File: src/rtl/cm162_cascade_counter_if.sv
// Bundles the control inputs and status outputs of the cascaded CM162 counter.
// The counter width follows NIBBLES, so the interface and the counter must use the same parameters.
interface cm162_cascade_counter_if #(
  parameter int NIBBLES = 4,
  parameter int WRAP_W  = 8
);
  localparam int W = 4 * NIBBLES;

  logic              enable;
  logic              load;
  logic              cnt_p;
  logic              cnt_t;
  logic [W-1:0]      load_data;
  logic [W-1:0]      count;
  logic              carry_out;
  logic              tc_pulse;
  logic [WRAP_W-1:0] wrap_count;

  modport master (
    output enable, load, cnt_p, cnt_t, load_data,
    input  count, carry_out, tc_pulse, wrap_count
  );

  modport slave (
    input  enable, load, cnt_p, cnt_t, load_data,
    output count, carry_out, tc_pulse, wrap_count
  );
endinterface

File: src/rtl/cm162_cascade_counter.sv
// Synchronous counter built from NIBBLES cascaded CM162 slices. It adds a registered
// terminal-count pulse and a saturating count of wraps.
module cm162_cascade_counter #(
  parameter int NIBBLES = 4,
  parameter int WRAP_W  = 8
) (
  input logic                    clock,
  input logic                    reset,
  cm162_cascade_counter_if.slave bus
);
  localparam int W = 4 * NIBBLES;

  logic [W-1:0]      count_r;
  logic [W-1:0]      count_next_s;
  logic [NIBBLES:0]  carry_s;
  logic              tc_pulse_r;
  logic [WRAP_W-1:0] wrap_count_r;
  logic              wrap_full_s;

  // Nibble ripple: each slice steps only when cnt_t reaches it through a chain of 4'hF nibbles
  always_comb begin
    carry_s      = '0;
    count_next_s = count_r;
    carry_s[0]   = bus.cnt_t;
    for (int k = 0; k < NIBBLES; k++) begin
      if (carry_s[k]) begin
        count_next_s[4*k +: 4] = count_r[4*k +: 4] + 4'd1;
      end else begin
        count_next_s[4*k +: 4] = count_r[4*k +: 4];
      end
      carry_s[k+1] = carry_s[k] & (count_r[4*k +: 4] == 4'hF);
    end
  end

  assign wrap_full_s = &wrap_count_r;

  // Counter state, wrap pulse and saturating wrap count, in reset > enable > load > count priority
  always_ff @(posedge clock or posedge reset) begin
    if (reset) begin
      count_r      <= '0;
      tc_pulse_r   <= 1'b0;
      wrap_count_r <= '0;
    end else if (!bus.enable) begin
      tc_pulse_r <= 1'b0;
    end else if (bus.load) begin
      count_r    <= bus.load_data;
      tc_pulse_r <= 1'b0;
    end else if (bus.cnt_p && bus.cnt_t) begin
      count_r    <= count_next_s;
      // The top carry is high exactly when the whole counter is all ones, so this step wraps
      tc_pulse_r <= carry_s[NIBBLES];
      if (carry_s[NIBBLES] && !wrap_full_s) begin
        wrap_count_r <= wrap_count_r + WRAP_W'(1);
      end else begin
        wrap_count_r <= wrap_count_r;
      end
    end else begin
      tc_pulse_r <= 1'b0;
    end
  end

  assign bus.count      = count_r;
  assign bus.carry_out  = carry_s[NIBBLES];
  assign bus.tc_pulse   = tc_pulse_r;
  assign bus.wrap_count = wrap_count_r;
endmodule

File: src/flat_wrapper.sv
// flat-port wrapper written by rule: the top's interface ports become plain ports
module cm162_cascade_counter_flat 
#(
  parameter int NIBBLES = 4,
  parameter int WRAP_W  = 8
)
  (clock, reset, bus_enable, bus_load, bus_cnt_p, bus_cnt_t, bus_load_data, bus_count, bus_carry_out, bus_tc_pulse, bus_wrap_count);
  cm162_cascade_counter_if #(.NIBBLES(NIBBLES), .WRAP_W(WRAP_W)) bus_i ();
  input logic clock;
  input logic reset;
  input wire logic [$bits(bus_i.enable)-1:0] bus_enable;
  input wire logic [$bits(bus_i.load)-1:0] bus_load;
  input wire logic [$bits(bus_i.cnt_p)-1:0] bus_cnt_p;
  input wire logic [$bits(bus_i.cnt_t)-1:0] bus_cnt_t;
  input wire logic [$bits(bus_i.load_data)-1:0] bus_load_data;
  output wire logic [$bits(bus_i.count)-1:0] bus_count;
  output wire logic [$bits(bus_i.carry_out)-1:0] bus_carry_out;
  output wire logic [$bits(bus_i.tc_pulse)-1:0] bus_tc_pulse;
  output wire logic [$bits(bus_i.wrap_count)-1:0] bus_wrap_count;
  assign bus_i.enable = bus_enable;
  assign bus_i.load = bus_load;
  assign bus_i.cnt_p = bus_cnt_p;
  assign bus_i.cnt_t = bus_cnt_t;
  assign bus_i.load_data = bus_load_data;
  assign bus_count = bus_i.count;
  assign bus_carry_out = bus_i.carry_out;
  assign bus_tc_pulse = bus_i.tc_pulse;
  assign bus_wrap_count = bus_i.wrap_count;
  cm162_cascade_counter #(.NIBBLES(NIBBLES), .WRAP_W(WRAP_W)) u_core (.clock(clock), .reset(reset), .bus(bus_i));
endmodule
File: config.mk
export PLATFORM = sky130hd
export DESIGN_NAME = cm162_cascade_counter_flat
export DESIGN_NICKNAME = d
export VERILOG_FILES = /design/src/rtl/cm162_cascade_counter_if.sv /design/src/rtl/cm162_cascade_counter.sv /design/src/flat_wrapper.sv
export SDC_FILE = /design/constraint.sdc
export NUM_CORES = 1
export LEC_CHECK = 0
export CAP_MARGIN = 20
export CORE_MARGIN = 5
export CORE_UTILIZATION = 41
export CTS_CLUSTER_DIAMETER = 200
export CTS_CLUSTER_SIZE = 20
export DETAILED_ROUTE_END_ITERATION = 6
export PLACE_DENSITY = 0.75
export SETUP_SLACK_MARGIN = 0.5
export SLEW_MARGIN = 20
export SYNTH_ARGS = -nofsm -noshare
export SYNTH_HDL_FRONTEND = slang
export SYNTH_SLANG_ARGS = --single-unit
File: constraint.sdc
create_clock -name clock -period 1.8 [get_ports clock]
set_input_delay 0.36 -clock clock [delete_from_list [all_inputs] [get_ports clock]]
set_output_delay 0.36 -clock clock [all_outputs]
set_load 0.01 [all_outputs]
==> impl_table.tex, run 1 <==
\begin{tabular}{lr}
\hline
Metric & Value \\
\hline
\multicolumn{2}{l}{\textbf{Status}} \\
\quad Status & finished with violations \\
\quad Failing checks & setup timing \\
\multicolumn{2}{l}{\textbf{Timing}} \\
\quad Highest Clock Rate & 0.547 GHz \\
\quad Final Hold Violating Endpoints & 0 \\
\quad Setup TNS & -0.0274 ns \\
\quad Number of endpoints failing setup at the final stage & 1 \\
\quad Unrepaired setup endpoints after global routing & yes \\
\quad Transition time at the pin with the least slew margin & 0.339 ns \\
\quad Relative slew slack & 77.4\% \\
\quad Share of the cycle needed by the critical path after routing & 102\% \\
\quad Max Clock Skew & 0.00199 ns \\
\quad Minimum clock period after layout & 1.83 ns \\
\quad Post-route worst setup slack & -0.0274 ns \\
\quad Final slew viol count & 0 \\
\multicolumn{2}{l}{\textbf{Clock network}} \\
\quad Maximum count of clock buffers along a single path & 2 \\
\quad Hold\_buf cts & 0 \\
\quad Reg clk slew, reported paths & 0.14 ns \\
\quad CTS Root Cell & clkbuf\_4 \\
\quad Sink count of the clock tree & 25 \\
\quad H-tree levels & 1 \\
\quad CTS Buf Count & 3 \\
\quad Clock tree from TritonCTS & built \\
\quad Clock insertion delay at the later pin of the skew report & 0.34 ns \\
\multicolumn{2}{l}{\textbf{Global route}} \\
\quad Wire length of the first global-routing pass & 9170 µm \\
\quad Number of antenna violations at the first check in global routing & 0 \\
\quad Vias in the first global route & 1996 \\
\quad Total overflow reported by the global router & 0 \\
\quad Pin count of the biggest net entering global routing & 26 \\
\quad Overall routing resource usage & 22.8\% \\
\multicolumn{2}{l}{\textbf{Worst setup path}} \\
\quad Crit end category & output port \\
\quad Crit-path max cell delay & 0.41 ns \\
\quad Critical Path Start Type & register \\
\quad WP data required & 1.44 ns \\
\quad Cell at the slowest stage of the critical path & dfrtp\_1 \\
\quad WP data arrival & 1.47 ns \\
\quad Startpoint-to-endpoint class of the critical path & register to output port \\
\quad Maximum fanout encountered on the critical timing path & 2 \\
\quad Largest delay contributor family on the critical path & flip-flops \\
\quad Buf/Inv on CP & 1 \\
\quad CP cell instances & ha\_2, nand3\_4, nor4\_4, buf\_2 \\
\multicolumn{2}{l}{\textbf{Logic synthesis}} \\
\quad Ys async rst share & 100\% \\
\quad Flops \& latches, synth & 25 \\
\quad Post-synthesis cell type with the largest combined area & dfrtp\_1 \\
\quad Warnings from Yosys & 0 \\
\quad Net count after synthesis & 182 \\
\quad Synthesized area & 1480 µm² \\
\quad Leading cell type by number of instances after synthesis & dfrtp\_1 \\
\quad Most area-consuming cells after synthesis & dfrtp\_1 (42\%), mux2i\_1 (5.4\%), o21ai\_0 (4.4\%) \\
\quad Commonest cells in the netlist & dfrtp\_1 (25), o21ai\_0 (13), nand3\_1 (11) \\
\quad Top flip-flop cell by instance count after synthesis & dfrtp\_1 \\
\quad Number of distinct library cells after synthesis & 38 \\
\quad Top-area cell type share of the netlist area & 42.2\% \\
\quad Count of flip-flops with a built-in enable after synthesis & 0 \\
\quad Share of the yosys chip area belonging to registers & 42.2\% \\
\quad Gate count of the mapped netlist & 155 \\
\quad Synth Area per Inst & 9.57 µm² \\
\multicolumn{2}{l}{\textbf{Die}} \\
\quad Initial Utilization & 43.4\% \\
\quad Total die area & 4920 µm² \\
\quad Ports & 48 \\
\quad Rows & 21 \\
\quad Placeable Area & 3420 µm² \\
\quad Die outline height & 70.1 µm \\
\quad Chip Width & 70.1 µm \\
\multicolumn{2}{l}{\textbf{Detailed routing}} \\
\quad Violation count after the first detailed-routing iteration & 80 \\
\quad Final Routed Wirelength & 5500 µm \\
\quad Routed length per instance & 16.7 µm \\
\quad Vias per std cell & 5.52 \\
\quad Residual DRC & 0 \\
\quad Antenna-violating nets left & 0 \\
\quad Detailed-route via count & 1822 \\
\quad Number of detailed-routing iterations run before antenna repair & 4 \\
\multicolumn{2}{l}{\textbf{Pwr}} \\
\quad Tot Pwr & 1.88 mW \\
\quad Leakage Power & 1.38 nW \\
\quad Power Dens Cells & 643 nW/µm² \\
\quad Worst IR Drop VDD & 0.000493 V \\
\multicolumn{2}{l}{\textbf{Cells and area}} \\
\quad Area occupied by multi-input gates & 997 µm² \\
\quad Share of post-route cells with drive strength above 1 & 53.4\% \\
\quad Signed area change from the synthesized netlist to the final layout & 97.6\% \\
\quad Net total in the final layout & 311 \\
\quad Total area of sequential cells & 632 µm² \\
\quad Number of standard cells in the final layout excluding fillers & 330 \\
\quad Final Cell Area & 2930 µm² \\
\quad Fillcell total & 180 \\
\quad Final standard cell utilization of the core & 85.8\% \\
\multicolumn{2}{l}{\textbf{Place}} \\
\quad \# placed instances & 293 \\
\quad Post-DP HPWL & 3640 µm \\
\quad Post-detailed-placement cell area & 2450 µm² \\
\quad Final weighted congestion in routability-driven placement & 0.861 \\
\quad Count of buffers from port buffering & 47 \\
\multicolumn{2}{l}{\textbf{Job}} \\
\quad Max Cap Viol & 0 \\
\multicolumn{2}{l}{\textbf{Worst hold path}} \\
\quad Class of the most critical hold timing path & input port to async pin \\
\hline
\end{tabular}
## final cells by class
cell class,count,area share [%]
timing repair buffer,130,40.9
sequential,25,21.6
clock buffer,4,0.897
inverter,4,0.513
antenna,1,0.0854
multi-input combinational,120,34.0
tap,46,1.96
## registers in the layout (all words and copies together) (netlist names)
register / count
u_core.bus.tc_pulse: 1
u_core.bus.count: 16
u_core.bus.wrap_count: 8
## cell families after synthesis
logic type | after synthesis | synth area share, %
adders and majority gates | 5 | 4.22
xor gates and xnor gates | 6 | 3.54
buffers and inverters | 10 | 3.29
and+or+nand+nor | 60 | 24.2
DFF | 25 | 42.2
AOI/OAI and AO/OA | 40 | 16.4
muxes | 9 | 6.16
## metrics by stage
stage,setup WS [ns],hold WS [ns]
2_1_floorplan,0.0232,0.387
3_3_place_gp,-0.366,0.490
3_5_place_dp,-0.365,0.511
4_1_cts,-0.0143,0.367
5_1_grt,-0.0757,0.400
6_report,-0.0274,0.364
## timing repair
| item | CTS | global route |
|---|---|---|
| endpoints found under the setup margin | 51 | 43 |
| setup buffers | 27 | 5 |
| pin swaps | 25 | 7 |
| resized for setup | 175 | 12 |
## power by group
part / switching [mW] / internal, mW
sequential: 0.0595 / 0.628
clock: 0.186 / 0.0873
combinational: 0.385 / 0.537
total: 0.630 / 1.25
## placed cells by master, fill, tap and decap left out, types with 6 or more instances in the layout
| cell type | n |
|---|---|
| o21ai_1 | 7 |
| a21oi_1 | 8 |
| mux2i_1 | 8 |
| nor2_1 | 6 |
| and3_1 | 6 |
| dfrtp_1 | 20 |
| clkdlybuf4s50_1 | 17 |
| nand3_1 | 7 |
| buf_2 | 8 |
| nand4_1 | 8 |
| buf_6 | 51 |
| buf_4 | 50 |
## metal layers
layer | wire length (µm) | GRT usage (%) | up-vias | share of wire (%)
met5 | 0 | 0 | - | 0
met4 | 127 | 7.66 | 0 | 2.3
met3 | 295 | 2.87 | 13 | 5.4
met2 | 3010 | 42.8 | 73 | 55
met1 | 2070 | 26.5 | 886 | 38
li1 | - | - | 850 | -
## worst paths after layout
| path | slack, ns | depth (start not counted) | from | end |
|---|---|---|---|---|
| max in group asynchronous | 1.16 | 3 | reset | u_core.bus.count[8]$_DFFE_PP0P_ |
| max reg2reg | 0 | 7 | u_core.bus.count[0]$_DFFE_PP0P_ | u_core.bus.count[12]$_DFFE_PP0P_ |
| min reg2reg | 0.57 | 2 | u_core.bus.wrap_count[5]$_DFFE_PP0P_ | u_core.bus.wrap_count[5]$_DFFE_PP0P_ |
| min | 0.36 | 3 | reset | u_core.bus.count[13]$_DFFE_PP0P_ |
| max | -0.03 | 4 | u_core.bus.count[5]$_DFFE_PP0P_ | bus_carry_out |
| min in group clock | 0.55 | 4 | bus_enable | u_core.bus.count[4]$_DFFE_PP0P_ |
## worst register-to-register path, delay by kind of cell (launching register included)
| kind | cells | cell delay, ns |
|---|---|---|
| and+or+nand+nor | 2 | 0.44 |
| DFF | 1 | 0.43 |
| buffers and inverters | 2 | 0.41 |
| muxes | 1 | 0.19 |
| adders and majority gates | 1 | 0.14 |
| AOI/OAI and AO/OA | 1 | 0.08 |
Note: power is estimated with default switching activity, not from simulation.
==> run 2: changes to the inputs <==
--- a/config.mk
+++ b/config.mk
@@ -11,8 +11,9 @@
 export CTS_CLUSTER_DIAMETER = 200
 export CTS_CLUSTER_SIZE = 20
 export DETAILED_ROUTE_END_ITERATION = 6
-export PLACE_DENSITY = 0.75
+export PLACE_DENSITY_LB_ADDON = 0.05
 export SETUP_SLACK_MARGIN = 0.5
+export SKIP_CTS_REPAIR_TIMING = 1
 export SLEW_MARGIN = 20
 export SYNTH_ARGS = -nofsm -noshare
 export SYNTH_HDL_FRONTEND = slang
==> run 2 against run 1 <==
Net effect:
- the run still ends with setup timing left
- wire length down 14%
- global-route usage is 5.0 points lower
- sequential power up 1%
- design area shrank 5.4%
- worst hold slack lost 0.020 ns
- combinational power fell by 10%
- count of clock-buffer cells in the layout decreased by 1
- critical path depth unchanged
- cell count decreased by 4.5%
==> impl_table.tex, run 2 (synthesis results as in run 1) <==
\begin{tabular}{lr}
\hline
Metric & Value \\
\hline
\multicolumn{2}{l}{\textbf{Status}} \\
\quad Status & finished with violations (unchanged) \\
\quad Failing checks & setup timing (unchanged) \\
\multicolumn{2}{l}{\textbf{Die}} \\
\quad Placeable Area & 3420 µm² (unchanged) \\
\quad Initial Utilization & 43.4\% (unchanged) \\
\quad Ports & 48 (unchanged) \\
\quad Total die area & 4920 µm² (unchanged) \\
\quad Rows & 21 (unchanged) \\
\quad Chip Width & 70.1 µm (unchanged) \\
\quad Die outline height & 70.1 µm (unchanged) \\
\multicolumn{2}{l}{\textbf{Cells and area}} \\
\quad Antenna diodes & 0 (was 1) \\
\quad Share of post-route cells with drive strength above 1 & 50.6\% (was 53.4\%) \\
\quad Net total in the final layout & 297 (was 311) \\
\quad Signed area change from the synthesized netlist to the final layout & 86.9\% (was 97.6\%) \\
\quad Commonest non-fill, non-tap cell in the layout & buf\_4 (was buf\_6) \\
\quad Number of standard cells in the final layout excluding fillers & 315 (was 330) \\
\quad Fillcell total & 217 (was 180) \\
\quad Final standard cell utilization of the core & 81.1\% (was 85.8\%) \\
\quad Number of flip-flops under the largest register name & 16 (unchanged) \\
\quad Commonest cells after routing, fill and taps aside & buf\_4 (50), buf\_6 (32), clkdlybuf4s50\_1 (20), dfrtp\_1 (19) (was buf\_6 (51), buf\_4 (50), dfrtp\_1 (20), clkdlybuf4s50\_1 (17)) \\
\multicolumn{2}{l}{\textbf{Timing}} \\
\quad Unrepaired setup endpoints after global routing & yes (unchanged) \\
\quad Relative slew slack & 77.6\% (was 77.4\%) \\
\quad Number of endpoints failing setup at the final stage & 2 (was 1) \\
\quad Post-route worst setup slack & -0.0424 ns (was -0.0274 ns) \\
\quad Final Hold Violating Endpoints & 0 (unchanged) \\
\quad Max Clock Skew & 0.0100 ns (was 0.00199 ns) \\
\quad Final slew viol count & 0 (unchanged) \\
\quad Highest Clock Rate & 0.543 GHz (was 0.547 GHz) \\
\quad Transition time at the pin with the least slew margin & 0.335 ns (was 0.339 ns) \\
\quad Minimum clock period after layout & 1.84 ns (was 1.83 ns) \\
\quad Share of the cycle needed by the critical path after routing & 102\% (about the same) \\
\quad Worst hold slack & 0.345 ns (was 0.364 ns) \\
\multicolumn{2}{l}{\textbf{Clock network}} \\
\quad Sink count of the clock tree & 25 (unchanged) \\
\quad Clock tree from TritonCTS & built (unchanged) \\
\quad Maximum count of clock buffers along a single path & 2 (unchanged) \\
\quad CTS Buf Count & 3 (unchanged) \\
\quad H-tree levels & 1 (unchanged) \\
\quad Clock insertion delay at the later pin of the skew report & 0.34 ns (about the same) \\
\quad CTS Root Cell & clkbuf\_4 (unchanged) \\
\quad Reg clk slew, reported paths & 0.15 ns (was 0.14 ns) \\
\multicolumn{2}{l}{\textbf{Pwr}} \\
\quad Internal power of the cells & 1.20 mW (was 1.25 mW) \\
\quad Switching part of the total & 33.6\% (was 33.5\%) \\
\quad Relative contribution of combinational cells to total power & 45.8\% (was 49.0\%) \\
\quad Power share of the clock group & 15.6\% (was 14.5\%) \\
\quad Worst IR Drop VDD & 0.000410 V (was 0.000493 V) \\
\quad Leakage Power & 1.29 nW (was 1.38 nW) \\
\quad Sequential cell fraction of total power & 38.6\% (was 36.5\%) \\
\quad NetSw & 607 µW (was 630 µW) \\
\quad Power Dens Cells & 651 nW/µm² (was 643 nW/µm²) \\
\multicolumn{2}{l}{\textbf{Place}} \\
\quad \# placed instances & 291 (was 293) \\
\quad DP Worst Slack & -0.411 ns (was -0.365 ns) \\
\quad Post-DP HPWL & 3380 µm (was 3640 µm) \\
\quad Count of buffers from port buffering & 47 (unchanged) \\
\quad Final weighted congestion in routability-driven placement & 0.799 (was 0.861) \\
\multicolumn{2}{l}{\textbf{Global route}} \\
\quad Wire length of the first global-routing pass & 7340 µm (was 9170 µm) \\
\quad Overall routing resource usage & 17.8\% (was 22.8\%) \\
\quad Total overflow reported by the global router & 0 (unchanged) \\
\quad Pin count of the biggest net entering global routing & 26 (unchanged) \\
\quad Vias in the first global route & 1612 (was 1996) \\
\quad Number of antenna violations at the first check in global routing & 0 (unchanged) \\
\multicolumn{2}{l}{\textbf{Detailed routing}} \\
\quad Vias per std cell & 5.33 (was 5.52) \\
\quad Detailed-route via count & 1678 (was 1822) \\
\quad Routed length per instance & 15.0 µm (was 16.7 µm) \\
\quad Final Routed Wirelength & 4720 µm (was 5500 µm) \\
\quad Residual DRC & 0 (unchanged) \\
\quad Violation count after the first detailed-routing iteration & 65 (was 80) \\
\quad Number of detailed-routing iterations run before antenna repair & 4 (unchanged) \\
\quad Antenna-violating nets left & 0 (unchanged) \\
\multicolumn{2}{l}{\textbf{Worst hold path}} \\
\quad Class of the most critical hold timing path & input port to async pin (unchanged) \\
\multicolumn{2}{l}{\textbf{Worst setup path}} \\
\quad Crit end category & output port (unchanged) \\
\quad Maximum fanout encountered on the critical timing path & 2 (unchanged) \\
\quad WP data required & 1.44 ns (about the same) \\
\quad WP data arrival & 1.48 ns (was 1.47 ns) \\
\quad Critical Path Start Type & register (unchanged) \\
\quad Startpoint-to-endpoint class of the critical path & register to output port (unchanged) \\
\multicolumn{2}{l}{\textbf{Job}} \\
\quad Max Cap Viol & 0 (unchanged) \\
\hline
\end{tabular}
[run 2: final timing paths]
check                                                startpoint                                   end  slack (ns)  cells past startpoint
max reg2reg                     u_core.bus.count[0]$_DFFE_PP0P_  u_core.bus.wrap_count[1]$_DFFE_PP0P_       -0.02                      7
min in group clock                                     bus_load  u_core.bus.wrap_count[0]$_DFFE_PP0P_        0.52                      4
max in group asynchronous                                 reset       u_core.bus.count[8]$_DFFE_PP0P_        1.18                      3
min reg2reg                u_core.bus.wrap_count[3]$_DFFE_PP0P_  u_core.bus.wrap_count[3]$_DFFE_PP0P_        0.57                      1
min                                                       reset  u_core.bus.wrap_count[0]$_DFFE_PP0P_        0.34                      3
max                             u_core.bus.count[0]$_DFFE_PP0P_                         bus_carry_out       -0.04                      4
[run 2: power by group through the flow]
stage	sequential, mW	combinational [mW]	clock (mW)
2_1_floorplan	0.755	0.206	0
3_3_place_gp	0.684	0.650	0
3_5_place_dp	0.688	0.674	0
4_1_cts	0.677	0.680	0.295
5_1_grt	0.705	0.901	0.317
6_report	0.697	0.827	0.282
[run 2: final cells by class]
class                      count  area [µm²]  area share, %
timing repair buffer         116        1030           37.1
multi-input combinational    120        1010           36.3
sequential                    25         633           22.8
inverter                       4        15.0          0.542
clock inverter                 1        8.76          0.316
clock buffer                   3        22.5          0.813
tap                           46        57.6           2.08
[run 2: worst max-delay path: stages (launching register included)]
cell and delay (ns):
dfrtp_2 0.42, ha_4 0.14, nand4_1 0.21, nor4_4 0.21, buf_2 0.17
[run 2: layer usage]
metal  wire [µm]  vias to the layer above  track usage, %
met5           0                        -               0
met4          54                        0            3.40
met3         210                        5            3.01
met2        2260                       50            29.1
met1        2200                      798            24.9
li1            -                      825               -
[run 2: through the flow]
step                setup TNS (ns)  area [µm²]  total power [mW]
CTS                         -0.553        2470              1.65
global placement             -2.84        2440              1.33
floorplan                        0        1580             0.962
finish                     -0.0639        2770              1.81
detailed placement           -3.93        2440              1.36
global route                -0.459        2770              1.92
==> run 3: changes to the inputs <==
--- a/config.mk
+++ b/config.mk
@@ -12,7 +12,7 @@
 export CTS_CLUSTER_SIZE = 20
 export DETAILED_ROUTE_END_ITERATION = 6
 export PLACE_DENSITY_LB_ADDON = 0.05
-export SETUP_SLACK_MARGIN = 0.5
+export SETUP_SLACK_MARGIN = 0.4
 export SKIP_CTS_REPAIR_TIMING = 1
 export SLEW_MARGIN = 20
 export SYNTH_ARGS = -nofsm -noshare
==> run 3 against run 2 <==
Net effect:
- the run still ends with setup timing left
- setup slack got worse by 0.024 ns
- global-route usage increased by 1.4 points
- via count grew 1.7%
- clock power hardly changed
- critical path type is now register to register
- largest cell class unchanged
- largest power group unchanged
- highest routed layer unchanged
==> impl_table.tex, run 3 (synthesis results as in run 1) <==
\begin{tabular}{lr}
\hline
Metric & Value \\
\hline
\multicolumn{2}{l}{\textbf{Worst setup path}} \\
\quad Cell at the slowest stage of the critical path & dfrtp\_2 (unchanged) \\
\quad WP data arrival & 2.12 ns (was 1.48 ns) \\
\quad Worst Setup SP & u\_core.bus.count[1]\$\_DFFE\_PP0P\_ (was u\_core.bus.count[0]\$\_DFFE\_PP0P\_) \\
\quad R2r worst-path depth & 7 (unchanged) \\
\quad Worst reg2reg endpoint & u\_core.bus.wrap\_count[1]\$\_DFFE\_PP0P\_ (unchanged) \\
\quad Crit-path max cell delay & 0.42 ns (about the same) \\
\quad Crit end category & register (was output port) \\
\quad Buf/Inv on CP & 2 (was 1) \\
\quad Startpoint-to-endpoint class of the critical path & register to register (was register to output port) \\
\quad Critical Path Start Type & register (unchanged) \\
\quad WP data required & 2.06 ns (was 1.44 ns) \\
\quad Largest delay contributor family on the critical path & simple AND/OR/NAND/NOR gates (was flip-flops) \\
\quad Maximum fanout encountered on the critical timing path & 8 (was 2) \\
\quad CP cell instances & ha\_4, nand4\_1, buf\_4, nor3\_4, buf\_12, nand3\_4, mux2\_4 (was ha\_4, nand4\_1, nor4\_4, buf\_2) \\
\quad Startpoint of the lowest-slack register-to-register path & u\_core.bus.count[1]\$\_DFFE\_PP0P\_ (was u\_core.bus.count[0]\$\_DFFE\_PP0P\_) \\
\quad Worst setup slack for register-to-register paths & -0.07 ns (was -0.02 ns) \\
\multicolumn{2}{l}{\textbf{Die}} \\
\quad Die outline height & 70.1 µm (unchanged) \\
\quad Placeable Area & 3420 µm² (unchanged) \\
\quad Chip Width & 70.1 µm (unchanged) \\
\quad Total die area & 4920 µm² (unchanged) \\
\quad Rows & 21 (unchanged) \\
\quad Initial Utilization & 43.4\% (unchanged) \\
\quad Ports & 48 (unchanged) \\
\multicolumn{2}{l}{\textbf{Cells and area}} \\
\quad Commonest non-fill, non-tap cell in the layout & buf\_4 (unchanged) \\
\quad Net total in the final layout & 295 (was 297) \\
\quad Total area of sequential cells & 631 µm² (was 633 µm²) \\
\quad Commonest cells after routing, fill and taps aside & buf\_4 (48), buf\_6 (31), dfrtp\_1 (21), clkdlybuf4s50\_1 (20) (was buf\_4 (50), buf\_6 (32), clkdlybuf4s50\_1 (20), dfrtp\_1 (19)) \\
\quad Antenna diodes & 0 (unchanged) \\
\quad Final Cell Area & 2740 µm² (was 2770 µm²) \\
\quad Share of post-route cells with drive strength above 1 & 46.1\% (was 50.6\%) \\
\quad Area occupied by multi-input gates & 945 µm² (was 1010 µm²) \\
\quad Fillcell total & 242 (was 217) \\
\quad Signed area change from the synthesized netlist to the final layout & 84.6\% (was 86.9\%) \\
\quad Number of flip-flops under the largest register name & 16 (unchanged) \\
\multicolumn{2}{l}{\textbf{Clock network}} \\
\quad CTS Root Cell & clkbuf\_4 (unchanged) \\
\quad Clock tree from TritonCTS & built (unchanged) \\
\quad Clock insertion delay at the later pin of the skew report & 0.35 ns (was 0.34 ns) \\
\quad H-tree levels & 1 (unchanged) \\
\quad Maximum count of clock buffers along a single path & 2 (unchanged) \\
\quad Sink count of the clock tree & 25 (unchanged) \\
\quad Reg clk slew, reported paths & 0.16 ns (was 0.15 ns) \\
\quad CTS Buf Count & 3 (unchanged) \\
\multicolumn{2}{l}{\textbf{Timing}} \\
\quad Final slew viol count & 0 (unchanged) \\
\quad Relative slew slack & 76.7\% (was 77.6\%) \\
\quad Minimum clock period after layout & 1.87 ns (was 1.84 ns) \\
\quad Final Hold Violating Endpoints & 0 (unchanged) \\
\quad Setup TNS & -0.385 ns (was -0.0639 ns) \\
\quad Highest Clock Rate & 0.536 GHz (was 0.543 GHz) \\
\quad Max Clock Skew & 0.00914 ns (was 0.0100 ns) \\
\quad Unrepaired setup endpoints after global routing & yes (unchanged) \\
\quad Post-route worst setup slack & -0.0662 ns (was -0.0424 ns) \\
\quad Number of endpoints failing setup at the final stage & 11 (was 2) \\
\quad Share of the cycle needed by the critical path after routing & 104\% (was 102\%) \\
\quad Worst hold slack & 0.342 ns (was 0.345 ns) \\
\quad Transition time at the pin with the least slew margin & 0.347 ns (was 0.335 ns) \\
\multicolumn{2}{l}{\textbf{Detailed routing}} \\
\quad Violation count after the first detailed-routing iteration & 83 (was 65) \\
\quad Routed length per instance & 16.3 µm (was 15.0 µm) \\
\quad Detailed-route via count & 1707 (was 1678) \\
\quad Vias per std cell & 5.45 (was 5.33) \\
\quad Number of detailed-routing iterations run before antenna repair & 4 (unchanged) \\
\quad Final Routed Wirelength & 5100 µm (was 4720 µm) \\
\quad Antenna-violating nets left & 0 (unchanged) \\
\quad Residual DRC & 0 (unchanged) \\
\multicolumn{2}{l}{\textbf{Status}} \\
\quad Status & finished with violations (unchanged) \\
\quad Failing checks & setup timing (unchanged) \\
\multicolumn{2}{l}{\textbf{Pwr}} \\
\quad Power share of the clock group & 16.3\% (was 15.6\%) \\
\quad Power Dens Cells & 636 nW/µm² (was 651 nW/µm²) \\
\quad Internal power of the cells & 1.15 mW (was 1.20 mW) \\
\quad NetSw & 592 µW (was 607 µW) \\
\quad Tot Pwr & 1.74 mW (was 1.81 mW) \\
\quad Sequential cell fraction of total power & 39.1\% (was 38.6\%) \\
\quad Leakage Power & 1.37 nW (was 1.29 nW) \\
\quad Switching part of the total & 34.0\% (was 33.6\%) \\
\quad Worst IR Drop VDD & 0.000449 V (was 0.000410 V) \\
\quad Relative contribution of combinational cells to total power & 44.6\% (was 45.8\%) \\
\multicolumn{2}{l}{\textbf{Global route}} \\
\quad Pin count of the biggest net entering global routing & 26 (unchanged) \\
\quad Number of antenna violations at the first check in global routing & 0 (unchanged) \\
\quad Overall routing resource usage & 19.2\% (was 17.8\%) \\
\quad Vias in the first global route & 1693 (was 1612) \\
\quad Total overflow reported by the global router & 0 (unchanged) \\
\quad Wire length of the first global-routing pass & 7660 µm (was 7340 µm) \\
\multicolumn{2}{l}{\textbf{Place}} \\
\quad Post-detailed-placement cell area & 2420 µm² (was 2440 µm²) \\
\quad Final weighted congestion in routability-driven placement & 0.850 (was 0.799) \\
\quad DP Worst Slack & -0.378 ns (was -0.411 ns) \\
\quad Post-DP HPWL & 3470 µm (was 3380 µm) \\
\quad Count of buffers from port buffering & 47 (unchanged) \\
\multicolumn{2}{l}{\textbf{Job}} \\
\quad Max Cap Viol & 0 (unchanged) \\
\multicolumn{2}{l}{\textbf{Worst hold path}} \\
\quad Class of the most critical hold timing path & input port to async pin (unchanged) \\
\hline
\end{tabular}
run 3: stage by stage:
step           utilization [%]  std cells
6_report                  80.1        313
5_1_grt                   80.1        313
2_1_floorplan                -        155
4_1_cts                   71.7        294
3_5_place_dp              70.8        290
3_3_place_gp              70.8        290
run 3: worst max path at each step:
stage,to,slack [ns],cells after the start
2_1_floorplan,u_core.bus.wrap_count[1]$_DFFE_PP0P_,0.02,6
3_3_place_gp,bus_carry_out,-0.37,4
3_5_place_dp,bus_carry_out,-0.38,4
4_1_cts,bus_carry_out,-0.47,4
5_1_grt,bus_carry_out,-0.13,4
6_report,u_core.bus.wrap_count[1]$_DFFE_PP0P_,-0.07,7
run 3: worst min-delay path: cells and delay by family:
kind / cells / cell delay [ns]
buffers and inverters: 3 / 0.76
run 3: layout make-up:
| type | count | area share, % |
|---|---|---|
| clock buffer | 3 | 0.823 |
| timing repair buffer | 114 | 38.7 |
| sequential | 25 | 23.0 |
| multi-input combinational | 120 | 34.5 |
| inverter | 4 | 0.548 |
| clock inverter | 1 | 0.274 |
| tap | 46 | 2.10 |
run 3: metal layers:
metal,up-vias,wire [µm],global-route usage (%)
met5,-,0,0
met4,0,95,7.23
met3,7,201,2.73
met2,59,2590,31.1
met1,826,2220,25.8
li1,815,-,-
run 3: power groups by stage:
stage / clock network, mW / logic (mW) / registers (mW)
2_1_floorplan: 0 / 0.200 / 0.751
6_report: 0.284 / 0.776 / 0.679
3_3_place_gp: 0 / 0.642 / 0.680
4_1_cts: 0.288 / 0.673 / 0.673
3_5_place_dp: 0 / 0.668 / 0.684
5_1_grt: 0.317 / 0.846 / 0.687
